==> src/rtl/piso_serializer.sv <==
// Parallel-in, serial-out transmitter: takes a WIDTH-bit word on a valid/ready
// handshake and sends it one bit per clock, with frame/done markers and an idle gap.
module piso_serializer #(
  parameter int WIDTH     = 4,
  parameter int MSB_FIRST = 1,
  parameter int GAP       = 1
) (
  input  logic             clock,
  input  logic             clear,
  input  logic [WIDTH-1:0] load_data,
  input  logic             load_valid,
  output logic             load_ready,
  output logic             ser_out,
  output logic             ser_frame,
  output logic             ser_active,
  output logic             done,
  output logic [1:0]       dbg_state
);

  // Handshake: a word transfers at a rising edge where load_valid && load_ready;
  // load_data is sampled only then, and load_valid may drop or change freely otherwise.

  localparam int             CW       = $clog2(WIDTH);
  localparam logic [CW-1:0]  CNT_LAST = CW'(WIDTH - 1);
  localparam logic [3:0]     GAP_LAST = (GAP > 0) ? 4'(GAP - 1) : 4'd0;

  typedef enum logic [1:0] {
    S_IDLE  = 2'd0,
    S_SHIFT = 2'd1,
    S_GAP   = 2'd2
  } state_t;

  state_t           state, state_n;
  logic [WIDTH-1:0] sreg, sreg_n;
  logic [CW-1:0]    cnt, cnt_n;
  logic [3:0]       gcnt, gcnt_n;
  logic             handshake;

  always_ff @(posedge clock or negedge clear) begin
    if (!clear) begin
      state <= S_IDLE;
      sreg  <= '0;
      cnt   <= '0;
      gcnt  <= '0;
    end else begin
      state <= state_n;
      sreg  <= sreg_n;
      cnt   <= cnt_n;
      gcnt  <= gcnt_n;
    end
  end

  assign handshake = load_valid && load_ready;

  always_comb begin
    state_n = state;
    sreg_n  = sreg;
    cnt_n   = cnt;
    gcnt_n  = gcnt;
    case (state)
      S_IDLE: begin
        if (handshake) begin
          sreg_n  = load_data;
          cnt_n   = CNT_LAST;
          state_n = S_SHIFT;
        end
      end
      S_SHIFT: begin
        if (cnt == '0) begin
          // A handshake here is only possible with no gap: reload and keep shifting.
          if (handshake) begin
            sreg_n = load_data;
            cnt_n  = CNT_LAST;
          end else if (GAP > 0) begin
            state_n = S_GAP;
            gcnt_n  = GAP_LAST;
          end else begin
            state_n = S_IDLE;
          end
        end else begin
          sreg_n = (MSB_FIRST != 0) ? {sreg[WIDTH-2:0], 1'b0} : {1'b0, sreg[WIDTH-1:1]};
          cnt_n  = cnt - CW'(1);
        end
      end
      S_GAP: begin
        if (gcnt == 4'd0) state_n = S_IDLE;
        else              gcnt_n  = gcnt - 4'd1;
      end
      default: state_n = S_IDLE;
    endcase
  end

  // All outputs decode flopped state only; nothing passes combinationally from inputs.
  assign ser_active = (state == S_SHIFT);
  assign ser_out    = ser_active && ((MSB_FIRST != 0) ? sreg[WIDTH-1] : sreg[0]);
  assign ser_frame  = ser_active && (cnt == CNT_LAST);
  assign done       = ser_active && (cnt == '0);
  assign load_ready = (state == S_IDLE) || ((GAP == 0) && done);
  assign dbg_state  = state;

endmodule

==> config.mk <==
export PLATFORM = sky130hd
export DESIGN_NAME = piso_serializer
export DESIGN_NICKNAME = d
export VERILOG_FILES = /design/src/rtl/piso_serializer.sv
export SDC_FILE = /design/constraint.sdc
export NUM_CORES = 1
export LEC_CHECK = 0
export ABC_AREA = 0
export BUFFER_PORTS_ARGS = -buffer_cell sky130_fd_sc_hd__clkbuf_2
export CORE_AREA = 2 2 39 41
export CTS_CLUSTER_DIAMETER = 200
export CTS_CLUSTER_SIZE = 30
export DETAILED_ROUTE_END_ITERATION = 16
export DIE_AREA = 0 0 41 43
export PLACE_DENSITY = 0.76
export SLEW_MARGIN = 0
export SYNTH_ARGS = -nofsm -noshare
export SYNTH_HDL_FRONTEND = slang
export SYNTH_SLANG_ARGS = --single-unit
==> constraint.sdc <==
create_clock -name clock -period 4.2 [get_ports clock]
set_clock_uncertainty 0.15 [all_clocks]
set_input_delay 0 -clock clock [delete_from_list [all_inputs] [get_ports clock]]
set_output_delay 0 -clock clock [all_outputs]
set_load 0.05 [all_outputs]
=== Yosys cells after proc, flatten, opt, wreduce, memory -nomap -nowiden ===
Cells that the tools add are included.

* Equal/unequal tests: 8
* Mux-type cells: 15
* Add/subtract/negate cells: 2
* Reductions and logical operators: 11

{| class="wikitable"
|+ Operators by type and width
! cell !! number
|-
| $mux W4 || 5
|-
| $pmux W4 S2 || 2
|-
| $mux W2 || 6
|-
| $reduce_and A4 Y1 || 2
|-
| $ne A2 B2 Y1 const B || 3
|-
| $pmux W2 S3 || 1
|-
| $eq A2 B2 Y1 const B || 2
|-
| $logic_and A1 B1 Y1 || 4
|-
| $logic_not A2 Y1 || 2
|-
| $logic_not A4 Y1 || 1
|-
| $ne A2 B1 Y1 const B || 2
|-
| $pmux W2 S2 || 1
|-
| $reduce_bool A2 Y1 || 2
|-
| $sub A4 B1 Y4 const B || 1
|-
| $eq A2 B1 Y1 const B || 1
|-
| $sub A2 B1 Y2 const B || 1
|}

* Logic and storage cells: 40
* Register bits: 12
* Input bits: 7
* Output and inout port bits: 7

=== Depth between registers and ports, before layout ===
Gate-level depths: netlist (run 1).

* Word-level depth: 5
* Mapped depth: 5
* Depth with buffers taken out: 5

=== Worst setup path before layout (run 1) ===
OpenSTA, ideal clock, no wires.

* Path type: register to register
* Start point: register state[0] (netlist: dbg_state[0])
* End point: register sreg[1]
* Arrival time: 1918 ps
* Buffers on the path: 0
* Period minus slack after synthesis: 2194 ps
* Data required time: 3924 ps
* Path slack: 2006 ps
* Setup time: 126 ps
* Cell stages (with the launch flop): 4
* Path through: dfrtp_1 > nor2_1 > a2bb2oi_1 > a221o_1

* Longest elaborated chain between the ends: 5
* Elaborated cells on any way between the ends: 7
* Classes of those cells: eq/ne: 1; mux: 3; reduce/logical: 3

{| class="wikitable"
|+ RTL lines
! element !! line !! source
|-
| start: declaration || 33 || <nowiki>state_t state, state_n;</nowiki>
|-
| start signal: assignment || 46 || <nowiki>state <= state_n;</nowiki>
|-
| $logic_not A2 Y1 * || 98 || <nowiki>assign load_ready = (state == S_IDLE) || ((GAP == 0) && done);</nowiki>
|-
| net load_ready || 12 || <nowiki>output logic load_ready,</nowiki>
|-
| $logic_and A1 B1 Y1 || 53 || <nowiki>assign handshake = load_valid && load_ready;</nowiki>
|-
| $mux W4 (2 in a row) || n/a ||
|-
| $pmux W4 S2 || 60 || <nowiki>case (state)</nowiki>
|-
| end signal: assignment || 47 || <nowiki>sreg <= sreg_n;</nowiki>
|-
| end: declaration || 34 || <nowiki>logic [WIDTH-1:0] sreg, sreg_n;</nowiki>
|}

Mark *: on every way through the listed nets, which the timed path passes. The rest lies on a longest branch.
A chain may end at the register's enable or synchronous reset.

=== Worst setup path in the final report (run 1) ===
* Start point: register cnt[0]
* End point: output done

* Longest elaborated chain between the ends: 2

{| class="wikitable"
|+ RTL lines
! element !! line !! source
|-
| start: declaration || 35 || <nowiki>logic [CW-1:0] cnt, cnt_n;</nowiki>
|-
| start signal: assignment || 48 || <nowiki>cnt <= cnt_n;</nowiki>
|-
| $logic_not A2 Y1 || 97 || <nowiki>assign done = ser_active && (cnt == '0);</nowiki>
|-
| $logic_and A1 B1 Y1 || 97 ||
|-
| end: declaration || 16 || <nowiki>output logic done,</nowiki>
|}

No other way between the ends.

==> metrics.md, run 1 <==
| Metric | Value |
|---|---|
| Min-Delay Path Class | `reg2reg` |
| Vias/cell | `5.082` |
| Hold-fix buffers, CTS | `8` |
| Pre-Repair DR Iteration Count | `4` |
| Synth-to-layout area growth | `33.47%` |
| # setup viols final | `0` |
| Max clock buf depth | `2` |
| Critical Path Max Stage Delay | `0.57 ns` |
| Crit path max fanout | `6` |
| Die area | `1763 um^2` |
| Core area | `1384 um^2` |
| Global Route Usage Sum | `0.1634` |
| Flop2flop setup slack | `2.69 ns` |
| Yosys reg bits | `12` |
| Clock Sinks | `12` |
| Final Max Slew Viols | `0` |
| CP Data Required Time | `4.05 ns` |
| RSZ-0062 raised after global routing | `false` |
| Clock input transition at the sequential cells of the worst setup and hold paths | `0.07 ns` |
| Inserted Clock Buffers | `3` |
| Lkg Pwr | `0.0004243 uW` |
| Status | `completed` |
| Layout cells sized above 1 | `0.2439` |
| Mapped Nets | `66` |
| Tot Pwr | `582.2 uW` |
| DRC viols | `0` |
| Number of synthesized flops with an enable pin | `0` |
| Final WL | `1270 um` |
| Max-cap violations | `0` |
| Total Nets Final | `92` |
| CP Cell Sequence | `or4b_4 > inv_1 > clkbuf_2` |
| Antenna Cells | `0` |
| Worst path slowest cell | `or4b_4` |
| Die H | `43 um` |
| WL per Instance | `12.96 um` |
| Overall via count from detail_route | `498` |
| Row cnt | `14` |
| Top_reg_cell synth | `dfrtp_1` |
| Port buffer count | `13` |
| Cell family with most CP delay | `simple AND/OR/NAND/NOR gates` |
| Worst R2R Start | `dbg_state[1]` |
| H-tree Lvls | `1` |
| Post-CTS Setup Inserts | `0` |
| Hold Violations, Final | `0` |
| DRT antenna net count | `0` |
| CTS tree | `done` |
| Sequential share of the synthesized area | `0.4990` |
| Chip Width | `41 um` |
| Initial antenna violation count | `0` |
| Avg Cell Area, Syn | `10.56 um^2` |
| Setup tns final | `0 ns` |
| Power Density | `724.8 nW/um^2` |
| Cells after synthesis | `57` |
| Asr flop ratio synth | `1.000` |
| Crit Path Category | `reg2out` |
| DR iter-0 viols | `12` |
| Count of different cell masters after synthesis | `22` |
| Area leader, netlist | `dfrtp_1` |
| CP startpoint kind | `flop` |
| GP Congestion | `0.7238` |
| Final period util | `0.4279` |
| Vias in the first global route | `471` |
| Max IR drop VDD | `0.3702 mV` |
| Relative slew slack | `0.6363` |
| Maximum number of pins on one net before global-route repair | `8` |
| Measured slew at the worst slew-check pin | `0.5444 ns` |
| Main area contributors after synthesis | `dfrtp_1 50%, mux2i_1 8.3%, a221o_1 5.0%` |
| Starting Density | `0.4349` |
| Ys Warns | `0` |
| Setup crit start | `cnt[0]` |
| Synthesized cell area | `601.8 um^2` |
| Maximum clock frequency | `556.5 MHz` |
| # resized after CTS | `0` |
| Buffers and inverters on the worst path | `2` |
| Total grt overflow | `0` |
| Element type at the critical path end | `primary output` |
| Post-DP HPWL | `931.9 um` |
| Clock Latency Late Sink | `0.27 ns` |
| Worst hold start | `sreg[3]` |
| Area fraction of the dominant cell type after synthesis | `0.4990` |
| Min Tclk post-route | `1.797 ns` |
| Critical path data arrival time | `1.65 ns` |
| Clock root cell | `clkbuf_4` |
| IO Pins | `14` |
| First-pass GRT wire length | `1911 um` |
[cell type report]
cell class / instances / area [um^2]
multi-input combinational: 40 / 282.8
timing repair buffer: 21 / 145.1
inverter: 5 / 18.77
sequential: 12 / 300.3
clock buffer: 4 / 36.28
fill: 123 / 580.6
tap: 16 / 20.02
[where the power goes]
part / switching (uW) / internal [uW] / total [uW]
combinational: 204 / 94.4 / 298
sequential: 39.2 / 153 / 192
clock: 38.9 / 52.6 / 91.5
total: 282 / 300 / 582
[cells in the final DEF, fill, tap and decap left out]
master,Yosys,layout
clkbuf_2,0,13
dfrtp_1,12,12
dlygate4sd3_1,0,8
nand2_1,6,6
inv_1,5,5
mux2i_1,5,5
nor2_1,4,4
and2_1,4,4
a221o_1,3,3
clkbuf_4,0,3
nand2b_1,2,2
nor2b_1,2,2
ha_1,2,2
and3_1,1,1
or4b_4,1,1
a2bb2oi_1,1,1
nor3b_1,1,1
o21ai_0,1,1
nand4b_1,1,1
a21bo_2,1,1
a21oi_1,1,1
o21ai_1,1,1
o22a_1,1,1
or2_2,1,1
nor3_1,1,1
clkbuf_8,0,1
[cell families after synthesis]
family          synth area share
simple gates              0.2245
flops                     0.4990
compound gates            0.1206
fa+ha+maj                0.04157
mux                      0.08316
buf+inv                  0.03119
[state kept, by name (all words and copies together), names as in the netlist]
signal,flops
gcnt,4
sreg,4
cnt,2
dbg_state,2
[metal layers]
layer,global-route usage,vias up,share of wire
met3,0.04712,0,0.025
met5,0,-,0
met2,0.2750,12,0.54
li1,-,247,-
met1,0.1944,239,0.44
met4,0.04000,0,0
[synth_stat cells (2+ instances only)]
master     n
ha_1       2
mux2i_1    5
nand2b_1   2
and2_1     4
nor2b_1    2
inv_1      5
a221o_1    3
nand2_1    6
dfrtp_1   12
nor2_1     4
[final timing paths]
| path | endpoint | cells past startpoint |
|---|---|---|
| setup / recovery | done | 3 |
| hold / removal | sreg[3] | 1 |
| setup reg to reg | sreg[0] | 3 |
| hold reg to reg | sreg[3] | 1 |
| max in group asynchronous | sreg[0] | 4 |
| min in group asynchronous | cnt[1] | 3 |
[through the flow]
| stage | setup WS (ns) | hold WS [ns] | instances | utilization | cell area [um^2] |
|---|---|---|---|---|---|
| final | 2.403 | 0.3666 | 98 | 0.5805 | 803.3 |
| after floorplan | 2.006 | -0.4456 | 57 | - | 601.8 |
| after global placement | 2.705 | -0.2538 | 86 | 0.4964 | 686.9 |
| after global routing | 2.347 | 0.3820 | 98 | 0.5805 | 803.3 |
| after detailed placement | 2.698 | -0.2489 | 86 | 0.4964 | 686.9 |
| after CTS | 2.400 | 0.3661 | 98 | 0.5805 | 803.3 |
[worst reg2reg max path, delay by kind of cell (launching register included)]
kind             cells  cell delay (ns)
and+or+nand+nor      2             0.55
DFF                  1             0.44
muxes                1             0.24
(Power assumes the default switching activity.)
==> inputs of run 2 (changes only) <==
clock period = 1.7 ns   (was 4.2 ns; I/O delays follow)
==> run 2 against run 1 <==
Compared with the run above:
- cell count rose by 6.1%
- combinational power rose to 3.2 times the previous value
- sequential power rose by 140%
- first-iteration DRC count fell by 50%
- non-clock buffer count rose by 6
- hold slack got worse by 0.0089 ns
==> metrics.md, run 2 (same netlist as run 1, synthesis figures left out) <==
| Metric | Value |
|---|---|
| Largest registers | `gcnt: 4 flops, sreg: 4 flops` |
| Status | `completed` |
| Vias in the first global route | `497` |
| Hold Violations, Final | `0` |
| DRC viols | `0` |
| Row cnt | `14` |
| Switch Pwr | `752.6 uW` |
| Internal cell power | `876.5 uW` |
| Final period util | `0.9792` |
| CP startpoint kind | `flop` |
| Die H | `43 um` |
| Antenna Cells | `0` |
| Total Nets Final | `98` |
| Vias/cell | `5.221` |
| GP Congestion | `0.7166` |
| Worst path slowest cell | `or4b_4` |
| WL per Instance | `13.02 um` |
| Chip Width | `41 um` |
| Element type at the critical path end | `primary output` |
| Final core occ | `0.6356` |
| H-tree Lvls | `1` |
| Inserted Clock Buffers | `3` |
| Global Route Usage Sum | `0.1828` |
| Pre-Repair DR Iteration Count | `4` |
| # setup viols final | `0` |
| Relative slew slack | `0.6268` |
| Crit Path Category | `reg2out` |
| Die area | `1763 um^2` |
| First-pass GRT wire length | `2111 um` |
| Max clock buf depth | `2` |
| Initial antenna violation count | `0` |
| CP Cell Sequence | `or4b_4 > clkinvlp_4 > buf_8` |
| RSZ-0062 raised after global routing | `false` |
| Starting Density | `0.4349` |
| Final WL | `1354 um` |
| Post-DP HPWL | `847.7 um` |
| Maximum clock frequency | `600.7 MHz` |
| Lkg Pwr | `0.0004398 uW` |
| Min Tclk post-route | `1.665 ns` |
| Max-cap violations | `0` |
| Commonest non-fill, non-tap cell in the layout | `clkbuf_2` |
| CTS tree | `done` |
| Buffers and inverters on the worst path | `2` |
| Power share of the clock group | `0.138` |
| Setup tns final | `0 ns` |
| DR iter-0 viols | `6` |
| Crit path max fanout | `4` |
| Logic pwr share | `0.578` |
| Switching share of power | `0.4620` |
| Clock input transition at the sequential cells of the worst setup and hold paths | `0.08 ns` |
| Final Max Slew Viols | `0` |
| Power Density | `1852 nW/um^2` |
| Critical Path Max Stage Delay | `0.56 ns` |
| Clock Sinks | `12` |
| Cell family with most CP delay | `simple AND/OR/NAND/NOR gates` |
| Measured slew at the worst slew-check pin | `0.5579 ns` |
| DRT antenna net count | `0` |
| Overall via count from detail_route | `543` |
| Post-DP Area | `714.4 um^2` |
| Clock Latency Late Sink | `0.27 ns` |
| CP Data Required Time | `1.55 ns` |
| Critical path data arrival time | `1.51 ns` |
| Total grt overflow | `0` |
| Finished Cell Area | `879.6 um^2` |
| Synth-to-layout area growth | `46.15%` |
| Sequential share of power | `0.285` |
| Port buffer count | `13` |
| Min-Delay Path Class | `reg2reg` |
| IO Pins | `14` |
| Maximum number of pins on one net before global-route repair | `13` |
| Commonest cells after routing, fill and taps aside | `12 x clkbuf_2, 9 x dfrtp_1, 7 x dlygate4sd3_1, 7 x buf_4, 6 x nand2_1` |
| Max IR drop VDD | `1.073 mV` |
| Clock root cell | `clkbuf_4` |
| Core area | `1384 um^2` |
| Layout cells sized above 1 | `0.4091` |
run 2: metrics by stage:
| stage | setup slack, ns | std cells | hold slack, ns | power, uW |
|---|---|---|---|---|
| detailed placement | 0.1888 | 87 | -0.2473 | 1256 |
| finish | 0.03536 | 104 | 0.3577 | 1629 |
| global route | 0.003970 | 104 | 0.3864 | 1730 |
| floorplan | 0.01766 | 57 | -0.4456 | 1079 |
| global placement | 0.1968 | 87 | -0.2508 | 1237 |
| CTS | 0.003856 | 100 | 0.3611 | 1548 |
run 2: per-layer routing:
metal  share of wire  global-route usage  vias up
li1                -                   -      264
met1            0.47              0.2415      263
met2            0.50              0.2813       16
met3           0.031             0.01571        0
met4               0              0.1000        0
met5               0                   0        -
run 2: path summary, 6_finish.rpt:
kind	start	endpoint	slack, ns	cells after the start
worst max-delay path	dbg_state[1]	done	0.04	3
worst min-delay path	gcnt[0]	gcnt[0]	0.36	1
worst max register to register	dbg_state[1]	gcnt[1]	0.13	4
worst min register to register	gcnt[0]	gcnt[0]	0.36	1
max in group asynchronous	clear	dbg_state[0]	0.38	3
min in group asynchronous	clear	gcnt[3]	0.62	3
run 2: cell type report:
cell class              count  area, um^2
flip-flops and latches     12       304.0
multi-input cells          40       295.3
repair buffers             27       197.7
fillers                   109       504.2
inverters                   5       26.28
well taps                  16       20.02
clock buffers               4       36.28
run 2: power groups by stage:
| stage | clock, uW | sequential [uW] | combinational (uW) |
|---|---|---|---|
| after detailed placement | 0 | 495 | 761 |
| after CTS | 231 | 481 | 836 |
| final | 224 | 464 | 941 |
| after global placement | 0 | 489 | 747 |
| after global routing | 241 | 476 | 1010 |
| after floorplan | 0 | 543 | 536 |
run 2: timing repair:
action / CTS / global route
buffers inserted: 2 / 4
cloned: 0 / 0
endpoints found under the setup margin: 3 / 1
gates resized for setup: 3 / 2
hold endpoints to repair: 18 / 0
hold buffers: 7 / 0
pin swaps: 1 / 1
==> inputs of run 3 (changes only) <==
SETUP_SLACK_MARGIN = 0.4   (was unset)
==> run 3 against run 2 <==
Compared with the run above:
- via count is 9.8% higher
- power grew 32%
- sequential power grew 0.9%
- cell count rose by 6.7%
- critical endpoint unchanged
- hold slack worse by 0.20 ns
- critical path depth stayed put
- die area unchanged
- non-clock buffer count rose by 8
- largest cell class is now multi-input combinational cells
- global-route usage is 4.7 points higher
- clock power shrank 21%
- worst setup slack worse by 0.031 ns
==> metrics.md, run 3 (same netlist as run 1, synthesis figures left out) <==
| Metric | Value |
|---|---|
| Clock Latency Late Sink | `0.27 ns` |
| Port buffer count | `13` |
| Critical Path Max Stage Delay | `0.58 ns` |
| Status | `completed` |
| Global Route Usage Sum | `0.2298` |
| H-tree Lvls | `1` |
| Routing usage on met1 | `0.2721` |
| DR iter-0 viols | `12` |
| Min Tclk post-route | `1.696 ns` |
| Final period util | `0.9975` |
| First-pass GRT wire length | `2615 um` |
| Chip Width | `41 um` |
| Pre-Repair DR Iteration Count | `4` |
| Placed Cells incl. Taps | `87` |
| # setup viols final | `0` |
| Post-DP Area | `730.7 um^2` |
| Critical path data arrival time | `1.55 ns` |
| Final Max Slew Viols | `0` |
| Cell family with most CP delay | `simple AND/OR/NAND/NOR gates` |
| Hold path depth | `5` |
| Clock input transition at the sequential cells of the worst setup and hold paths | `0.08 ns` |
| Clock Sinks | `12` |
| Synth-to-layout area growth | `78.59%` |
| Lkg Pwr | `0.0005183 uW` |
| Commonest non-fill, non-tap cell in the layout | `dfrtp_1` |
| Met2 usage | `0.3875` |
| Relative slew slack | `0.7221` |
| Total Nets Final | `106` |
| Worst path slowest cell | `or4b_4` |
| Layout cells sized above 1 | `0.5053` |
| Crit Path Category | `reg2out` |
| GP Congestion | `0.7580` |
| RSZ-0062 raised after global routing | `true` |
| Total grt overflow | `0` |
| GR Util met3 | `0.03141` |
| Final WL | `2010 um` |
| Power Density | `2003 nW/um^2` |
| Power share of the clock group | `0.082` |
| Max IR drop VDD | `1.035 mV` |
| DRC viols | `0` |
| Starting Density | `0.4349` |
| CP Data Required Time | `1.55 ns` |
| Internal cell power | `1201 uW` |
| Reg2Reg Depth | `5` |
| WL per Instance | `18.11 um` |
| CP Cell Sequence | `or4b_4 > clkinvlp_4 > clkbuf_16` |
| Die H | `43 um` |
| Overall via count from detail_route | `596` |
| Finished Cell Area | `1075 um^2` |
| Die area | `1763 um^2` |
| Inserted Clock Buffers | `3` |
| Largest registers | `gcnt: 4 flops, sreg: 4 flops` |
| Min-Delay Path Class | `in2reg` |
| Row cnt | `14` |
| Max clock buf depth | `2` |
| Most Crowded Layer GR | `met2` |
| Hold Violations, Final | `0` |
| Maximum number of pins on one net before global-route repair | `9` |
| CP startpoint kind | `flop` |
| Min setup slack post-route | `0.004191 ns` |
| Tot Pwr | `2153 uW` |
| Commonest cells after routing, fill and taps aside | `10 x dfrtp_1, 8 x buf_4, 7 x dlygate4sd3_1, 7 x clkbuf_2, 7 x buf_6` |
| Post-route insts no fill | `111` |
| DRT antenna net count | `0` |
| Pre-CTS WS | `0.1929 ns` |
| Sequential share of power | `0.218` |
| Clock root cell | `clkbuf_4` |
| Antenna Cells | `0` |
| Core area | `1384 um^2` |
| Post-DP HPWL | `879.8 um` |
| Crit path max fanout | `2` |
| CTS tree | `done` |
| Max-cap violations | `0` |
| Measured slew at the worst slew-check pin | `0.4169 ns` |
| Buffers and inverters on the worst path | `2` |
| Logic pwr share | `0.700` |
| Vias/cell | `5.369` |
| IO Pins | `14` |
| Switching share of power | `0.4420` |
| Element type at the critical path end | `primary output` |
| Maximum clock frequency | `589.7 MHz` |
| WP depth | `3` |
| Vias in the first global route | `587` |
| Initial antenna violation count | `0` |
| Switch Pwr | `951.4 uW` |
| Setup tns final | `0 ns` |
## run 3: tightest hold or removal path, delay by kind of cell
kind          cells  cell delay, ns
buf+inv           2            0.21
simple gates      2            0.20
mux               1            0.13
## run 3: metal layers
metal  part of all wire  routed length [um]
met2               0.50                1000
met3              0.030                  61
met1               0.47                 937
met4             0.0050                  10
met5                  0                   0
## run 3: repair_timing
action,CTS,global route
hold buffers,8,0
setup endpoints to repair,14,19
cloned,0,0
resized for setup,14,24
setup buffers,7,6
endpoints found under the hold margin,18,0
pin swaps,3,4
## run 3: worst paths after layout
| path | from | end | slack [ns] |
|---|---|---|---|
| min | load_valid | sreg[0] | 0.16 |
| max | dbg_state[1] | done | 0.004 |
| min reg2reg | gcnt[0] | gcnt[0] | 0.37 |
| max in group asynchronous | clear | sreg[2] | 0.64 |
| max reg2reg | dbg_state[1] | sreg[3] | 0.06 |
| min in group asynchronous | clear | gcnt[0] | 0.23 |
## run 3: per-stage QoR
step,hold WS (ns),utilization
floorplan,-0.4456,-
global placement,-0.2474,0.5280
detailed placement,-0.2511,0.5280
CTS,0.1739,0.6980
global route,0.1666,0.7767
finish,0.1612,0.7767
## run 3: cell type report
cell class / instances / area [um^2]
tap: 16 / 20.02
clock buffer: 3 / 22.52
timing repair buffer: 35 / 346.6
sequential: 12 / 305.3
multi-input combinational: 40 / 354.1
inverter: 5 / 26.28
fill: 74 / 309.0
## run 3: power groups by stage
stage          logic [uW]  registers (uW)  clock network [uW]
6_report             1510             468                 177
2_1_floorplan         577             555                   0
4_1_cts              1190             452                 173
3_3_place_gp          796             493                   0
3_5_place_dp          805             501                   0
5_1_grt              1560             472                 195
